===== src/rtl/digest_tx_pkg.sv =====
// Shared constants for the digest transmit scheduler: FSM state encodings,
// default digest width and grant index width.
package digest_tx_pkg;

    localparam int DIGEST_W_DEF = 512;
    localparam int GRANT_W      = 3;

    typedef logic [2:0] state_t;

    localparam state_t ST_IDLE   = 3'd0;
    localparam state_t ST_LAUNCH = 3'd1;
    localparam state_t ST_WAIT   = 3'd2;
    localparam state_t ST_ABORT  = 3'd3;
    localparam state_t ST_GAP    = 3'd4;

endpackage


===== src/rtl/digest_tx_scheduler_rr_arbiter.sv =====
// Combinational round-robin arbiter: grants the first requester at or after
// ptr, wrapping at NUM_REQ. ptr must be below NUM_REQ.
module rr_arbiter
    import digest_tx_pkg::*;
#(
    parameter int NUM_REQ = 2
) (
    input  logic [NUM_REQ-1:0] req,
    input  logic [GRANT_W-1:0] ptr,
    output logic [NUM_REQ-1:0] grant,
    output logic [GRANT_W-1:0] grant_idx,
    output logic               any_req
);

    int j;

    always_comb begin
        grant     = '0;
        grant_idx = '0;
        any_req   = 1'b0;
        j         = 0;
        for (int i = 0; i < NUM_REQ; i++) begin
            j = int'(ptr) + i;
            if (j >= NUM_REQ) begin
                j = j - NUM_REQ;
            end
            if (!any_req && req[j]) begin
                any_req   = 1'b1;
                grant[j]  = 1'b1;
                grant_idx = GRANT_W'(j);
            end
        end
    end

endmodule


===== src/rtl/digest_tx_scheduler.sv =====
// Round-robin scheduler sharing one 512-to-16 converter between hash cores.
// Optional DIGEST_TX_STATS_EN adds saturating done/abort counters.
module digest_tx_scheduler
    import digest_tx_pkg::*;
#(
    parameter int NUM_REQ        = 2,
    parameter int DIGEST_W       = DIGEST_W_DEF,
    parameter int TIMEOUT_CYCLES = 1024,
    parameter int KILL_CYCLES    = 2
) (
    input  logic                        clk,
    input  logic                        reset,
    input  logic [NUM_REQ-1:0]          req_valid,
    input  logic [NUM_REQ*DIGEST_W-1:0] req_digest,
    output logic [NUM_REQ-1:0]          req_ack,
    output logic [DIGEST_W-1:0]         conv_raw512,
    output logic                        conv_go,
    output logic                        conv_kill,
    input  logic                        conv_done,
    output logic                        busy,
    output logic [GRANT_W-1:0]          grant_id,
    output logic                        timeout_err,
    input  logic                        err_clr
`ifdef DIGEST_TX_STATS_EN
    ,
    output logic [15:0]                 stat_done,
    output logic [15:0]                 stat_abort
`endif
);

    localparam int WDOG_W = $clog2(TIMEOUT_CYCLES);
    localparam int KILL_W = (KILL_CYCLES > 1) ? $clog2(KILL_CYCLES) : 1;

    state_t              state;
    logic [GRANT_W-1:0]  ptr;
    logic [GRANT_W-1:0]  ptr_next;
    logic [WDOG_W-1:0]   wdog;
    logic [KILL_W-1:0]   kill_cnt;
    logic [NUM_REQ-1:0]  arb_grant;
    logic [GRANT_W-1:0]  arb_idx;
    logic                arb_any;
    logic                wdog_expire;

    rr_arbiter #(.NUM_REQ(NUM_REQ)) u_arb (
        .req       (req_valid),
        .ptr       (ptr),
        .grant     (arb_grant),
        .grant_idx (arb_idx),
        .any_req   (arb_any)
    );

    assign ptr_next    = (arb_idx == GRANT_W'(NUM_REQ - 1)) ? '0 : arb_idx + 3'd1;
    // conv_done in the final watchdog cycle must win over the abort
    assign wdog_expire = (state == ST_WAIT) && !conv_done &&
                         (wdog == WDOG_W'(TIMEOUT_CYCLES - 1));

    always_ff @(posedge clk) begin
        if (reset) begin
            state       <= ST_IDLE;
            ptr         <= '0;
            wdog        <= '0;
            kill_cnt    <= '0;
            req_ack     <= '0;
            conv_raw512 <= '0;
            conv_go     <= 1'b0;
            conv_kill   <= 1'b0;
            busy        <= 1'b0;
            grant_id    <= '0;
            timeout_err <= 1'b0;
        end else begin
            req_ack <= '0;
            conv_go <= 1'b0;
            if (wdog_expire) begin
                timeout_err <= 1'b1;
            end else if (err_clr) begin
                timeout_err <= 1'b0;
            end
            case (state)
                ST_IDLE: begin
                    if (arb_any) begin
                        conv_raw512 <= req_digest[int'(arb_idx)*DIGEST_W +: DIGEST_W];
                        grant_id    <= arb_idx;
                        ptr         <= ptr_next;
                        req_ack     <= arb_grant;
                        conv_go     <= 1'b1;
                        busy        <= 1'b1;
                        state       <= ST_LAUNCH;
                    end
                end
                ST_LAUNCH: begin
                    wdog  <= '0;
                    state <= ST_WAIT;
                end
                ST_WAIT: begin
                    if (conv_done) begin
                        state <= ST_GAP;
                    end else if (wdog_expire) begin
                        conv_kill <= 1'b1;
                        kill_cnt  <= '0;
                        state     <= ST_ABORT;
                    end else begin
                        wdog <= wdog + 1'b1;
                    end
                end
                ST_ABORT: begin
                    if (kill_cnt == KILL_W'(KILL_CYCLES - 1)) begin
                        conv_kill <= 1'b0;
                        state     <= ST_GAP;
                    end else begin
                        kill_cnt <= kill_cnt + 1'b1;
                    end
                end
                ST_GAP: begin
                    busy  <= 1'b0;
                    state <= ST_IDLE;
                end
                default: begin
                    conv_kill <= 1'b0;
                    busy      <= 1'b0;
                    state     <= ST_IDLE;
                end
            endcase
        end
    end

`ifdef DIGEST_TX_STATS_EN
    always_ff @(posedge clk) begin
        if (reset) begin
            stat_done  <= '0;
            stat_abort <= '0;
        end else begin
            if (state == ST_WAIT && conv_done && stat_done != 16'hFFFF) begin
                stat_done <= stat_done + 16'd1;
            end
            if (wdog_expire && stat_abort != 16'hFFFF) begin
                stat_abort <= stat_abort + 16'd1;
            end
        end
    end
`endif

endmodule


===== config.mk =====
export PLATFORM = sky130hd
export DESIGN_NAME = digest_tx_scheduler
export DESIGN_NICKNAME = d
export VERILOG_FILES = /design/src/rtl/digest_tx_pkg.sv /design/src/rtl/digest_tx_scheduler_rr_arbiter.sv /design/src/rtl/digest_tx_scheduler.sv
export SDC_FILE = /design/constraint.sdc
export NUM_CORES = 2
export LEC_CHECK = 0
export CAP_MARGIN = 15
export CORE_AREA = 3 3 609 611
export CTS_BUF_LIST = sky130_fd_sc_hd__clkbuf_16
export CTS_CLUSTER_SIZE = 20
export DETAILED_ROUTE_END_ITERATION = 6
export DIE_AREA = 0 0 612 614
export PLACE_DENSITY_LB_ADDON = 0.12
export SLEW_MARGIN = 5
export SYNTH_ARGS = -nofsm -noshare
export SYNTH_HDL_FRONTEND = slang
export SYNTH_HIERARCHICAL = 1
export SYNTH_SLANG_ARGS = --single-unit

===== constraint.sdc =====
create_clock -name clk -period 4.8 [get_ports clk]
set_input_delay 0.72 -clock clk [delete_from_list [all_inputs] [get_ports clk]]
set_output_delay 0.72 -clock clk [all_outputs]
set_load 0.02 [all_outputs]

### After elaboration in Yosys (flattened, before gate mapping)

Index checks and enable logic that the tools add are counted.

* word-level logic and storage cells: 102
* register bits: 538

* bitwise operators: 5
* reductions and logical operators: 21
* eq/ne operators: 12
* $add $sub $neg: 6
* magnitude comparators: 6
* shift-type cells: 1
* multiplexer cells: 40

Operators with widths (number)
* variable part select 1024 x 13 -> 512 bit: 1
* >= comparator 32 x 1 -> 1 bit (second input constant): 2
* less-than comparator 32 x 3 -> 1 bit (second input constant): 2
* 2-to-1 mux 32 bit: 2
* >= comparator 32 x 3 -> 1 bit (second input constant): 1
* subtractor 32 x 3 -> 32 bit (second input constant): 1
* 2-to-1 mux 3 bit: 7
* 2-to-1 mux 1 bit: 20
* 2-to-1 mux 10 bit: 2
* one-hot mux 10 bit (2 select lines): 1
* one-hot mux 3 bit (4 select lines): 1
* adder 10 x 1 -> 10 bit (second input constant): 1
* == test 10 bit (second input constant): 1
* != test 2 bit (second input constant): 5
* AND reduction 3 bit: 3
* OR reduction 3 bit: 3
* == test 3 x 1 -> 1 bit (second input constant): 2
* == test 3 x 2 -> 1 bit (second input constant): 2
* nonzero test 2 bit: 3
* logical AND 1 bit: 5
* adder 3 x 1 -> 4 bit (second input constant): 1
* 2-to-1 mux 2 bit: 2
* inverter 1 bit: 4
* one-hot mux 1 bit (2 select lines): 2
* 14 further kinds: 17

### Depth between registers and ports, before layout

* depth in word-level cells: 11
* mapped depth: 12
* mapped depth without buffers: 10

### By module

The synthesis kept the hierarchy.

By module, submodules not included
* digest_tx_scheduler: area an instance 25379.3 µm², cells an instance 2985, times used 1
* rr_arbiter: area an instance 249.0 µm², cells an instance 38, times used 1

### Least setup slack after synthesis

Ideal clock, no wire load.

* path type: reg2reg
* from: register ptr[1]
* to: register conv_raw512[427]
* library setup time: 0.070 ns
* data required time: 4.730 ns
* cell stages (with the launch flop): 13
* setup slack: 2.257 ns
* data arrival time: 2.472 ns
* cells stage by stage: dfxtp_1 > inv_1 > ha_1 > buf_2 > xor2_1 > nand2_1 > o31ai_1 > o32ai_1 > nor2_1 > clkbuf_1 > buf_1 > nand3_1 > a21oi_1

* cells in the longest elaborated chain, start to end: 10

Ends and longest elaborated chain
* start, declared: line digest_tx_scheduler.sv:35 `logic [GRANT_W-1:0] ptr;`
* start signal, assigned: line digest_tx_scheduler.sv:83 `ptr <= ptr_next;`
* branches (longest 8 deep; another with >= comparator 32 x 3 -> 1 bit)
* 2-to-1 mux 3 bit *: line digest_tx_scheduler_rr_arbiter.sv:27 `if (!any_req && req[j]) begin`
* named net arb_idx[2]: line digest_tx_scheduler.sv:40 `logic [GRANT_W-1:0] arb_idx;`
* variable part select 1024 x 13 -> 512 bit *: line digest_tx_scheduler.sv:81 `conv_raw512 <= req_digest[int'(arb_idx)*DIGEST_W +: DIGEST_W];`
* end signal, assigned: line digest_tx_scheduler.sv:81
* end, declared: line digest_tx_scheduler.sv:16 `output logic [DIGEST_W-1:0] conv_raw512,`

Mark *: on every way through the listed nets, which the timed path passes. The select of a mux whose other input is x is not followed.
A chain may end at the register's enable or synchronous reset.

### Worst setup path in the final report

* from: register ptr[1]
* to: register conv_raw512[87]

Same word-level chain as after synthesis.

==> metrics.yaml <==
outcome:
  status: "finished clean"
sta:
  finalSetupTns_ps: 0
  period_needed_ps: 3254
  rsz0062_at_grt: "no"
  tightest_slew_ps: 896.8
  fin_hold_ws_ps: 448.3
  slew_viol_final: 0
  slew_headroom_pct: 40.21
  final_hold_viol_count: 0
  fmax_mhz: 307.3
  setup_ws_ps: 1546
  fin_crit_sh_pct: 67.79
  setup-violations-final: 0
  skew_ps: 60.09
global_routing:
  antenna_found_initial: 175
  grt_pass1_vias: 29460
  track_usage_pct: 12.27
  grt_pass1_wl_um: 308700
  grt_max_degree: 109
  grt-ovfl-total: 0
worst_setup_path:
  start_kind: "flop"
  reg2reg_from: "ptr[1]"
  worstPathArrival_ps: 3870
  reg2reg_to: "conv_raw512[87]"
  worstSetupStartpoint: "ptr[1]"
  crit_path_end_kind: "flop"
  worstSetupPathType: "flop to flop"
  critPathCapture: "conv_raw512[87]"
  required_ps: 5410
  r2r_cells: 10
  r2r_slack_ps: 1550
  crit_fanout: 98
yosys:
  synth_largest_area_cell: "dfxtp_1"
  ys_ff_latch: 538
  yosysSeqAreaShare_pct: 42.03
  yosysWarnings: 6
  synth_area_per_cell_um2: 8.478
  synth_area_leaders: "dfxtp_1 42%, mux2_2 22%, a21oi_1 10%"
  syn_area_um2: 25630
  synth_edf_count: 0
  synthFlopType: "dfxtp_1"
  synth_top_area_share_pct: 42.03
  ys_types: 49
  synthArstFlopShare_pct: 0
  synth_nets: 4056
  syn_inst: 3023
floorplanning:
  ios: 1551
  die_h_um: 614
  start_util_pct: 7.011
  dieArea_um2: 375800
  core-area_um2: 365500
  dieWidth_um: 612
  rows: 222
clock_tree:
  cts_hold_buf: 0
  cts_sinks: 538
  post_cts_resized: 0
  htree_levels: 3
  root_buffer: "clkbuf_16"
  cts_tree: "yes"
  clockBufferDepth: 4
  cts-buffers-inserted: 87
  clock_latency_ps: 800
  clkSlewWorstSetupHoldPaths_ps: 50
  cts_setup_buffers: 0
route:
  final_antenna_net_count: 0
  vias: 28990
  drt-initial-drc-count: 1327
  drc: 0
  viasPerCell: 3.099
  drtPass1Iterations: 5
  routed_wl_um: 243500
  wl_per_cell_um: 26.03
cells_and_area:
  design_area_um2: 49630
  mostFrequentLayoutCell: "clkdlybuf4s50_1"
  nFillCells: 41700
  mostFrequentLayoutCells: "1549 x clkdlybuf4s50_1, 538 x dfxtp_1, 533 x nand2_1, 528 x a21oi_1, 515 x nand3_1"
  syn_to_final_growth_pct: 93.65
  final_nets: 5467
  post-route-util_pct: 13.58
  drive_gt1_share_pct: 15.63
placed_design:
  post-place-ws_ps: 1251
  hpwl_um: 197500
  postPlaceCellArea_um2: 46850
  portBuffers: 1550
  gp_congestion: 0.8606
min_path:
  min_path_type: "flop to flop"
power_and_ir_drop:
  vdd_drop_max_mv: 0.2917
  power_density_nw_per_um2: 456.1
  power_leakage_nw: 16.13
run:
  drv_cap: 0
-- registers in the layout, summed over array words and instances, names as in the netlist, 2 cells and up --
register     flops
state            3
ptr              3
conv_raw512    512
wdog            10
req_ack          2
grant_id         3
-- cells in the mapped netlist (2+ instances only) --
library cell / n
dfxtp_1: 538
nand2_1: 534
a21oi_1: 528
nand3_1: 515
mux2_2: 512
clkbuf_1: 238
buf_2: 54
nor2_1: 12
o31ai_1: 8
or4_1: 7
inv_1: 6
o21ai_0: 6
and2_1: 5
nor3_1: 5
nand2b_1: 4
ha_1: 3
nor4_1: 3
a211oi_1: 2
a31o_2: 2
and4_1: 2
buf_4: 2
buf_6: 2
nand3b_1: 2
nand4_1: 2
o21a_1: 2
o21ai_1: 2
o22ai_1: 2
or2_2: 2
or3_1: 2
xor2_1: 2
-- kinds of logic (layout without fill, tap and decap cells) --
| kind of cell | after synthesis | count (layout) | synth area share [%] |
|---|---|---|---|
| fa+ha+maj | 3 | 3 | 0.1465 |
| xor+xnor | 3 | 3 | 0.1025 |
| compound gates | 560 | 560 | 11.21 |
| simple gates | 1102 | 1102 | 19.17 |
| other cells | 0 | 46 | 0 |
| mux | 513 | 513 | 22.54 |
| flops | 538 | 538 | 42.03 |
| buf+inv | 304 | 1771 | 4.804 |
-- how the worst min path moves through the flow --
stage,from,end,slack (ps),depth (start not counted)
finish,conv_raw512[219],conv_raw512[219],450,2
global route,conv_raw512[193],conv_raw512[193],460,2
CTS,reset,conv_raw512[44],430,2
detailed placement,conv_raw512[1],conv_raw512[1],440,2
global placement,conv_raw512[219],conv_raw512[219],440,2
floorplan,wdog[9],wdog[9],450,2
-- critical path, cell delays in order, from the launching register on --
cell and delay [ps]:
dfxtp_1 480, inv_1 120, ha_1 410, xor2_1 180, nand2_1 80, o31ai_1 60, o32ai_1 630, nor2_4 210
buf_12 230, nand3_1 360, a21oi_1 100
-- through the flow --
| step | cells | total power [mW] |
|---|---|---|
| 2_1_floorplan | 3023 | 10.91 |
| 3_3_place_gp | 9161 | 16.77 |
| 3_5_place_dp | 9161 | 16.75 |
| 4_1_cts | 9306 | 23.39 |
| 5_1_grt | 9323 | 24.03 |
| 6_report | 9352 | 22.64 |
-- area by class of cell --
type                    count  area [µm²]  share of cell area [%]
diodes                     46       115.1                  0.2319
clock buffers              90        2252                   4.538
flip-flops and latches    538       10770                   21.70
well taps                4816        6026                   12.14
multi-input cells        2181       13650                   27.50
inverters                   7       26.28                 0.05294
clock inverters            55       414.1                  0.8345
repair buffers           1619       16380                   33.00
-- power breakdown --
group,internal [mW],leakage (nW),switching [mW]
logic,4.04,10.3,6.27
registers,5.48,4.41,0.562
clock network,3.72,1.41,2.57
-- routing by layer --
layer / up-vias / global-route usage (%) / part of all wire, %
met4: 32 / 2.433 / 2.1
met1: 14030 / 13.56 / 38
met3: 354 / 3.597 / 6.8
met2: 1101 / 23.02 / 53
li1: 13470 / - / -
met5: - / 0 / 0.093
No activity file was read; power rests on OpenSTA's default activity.
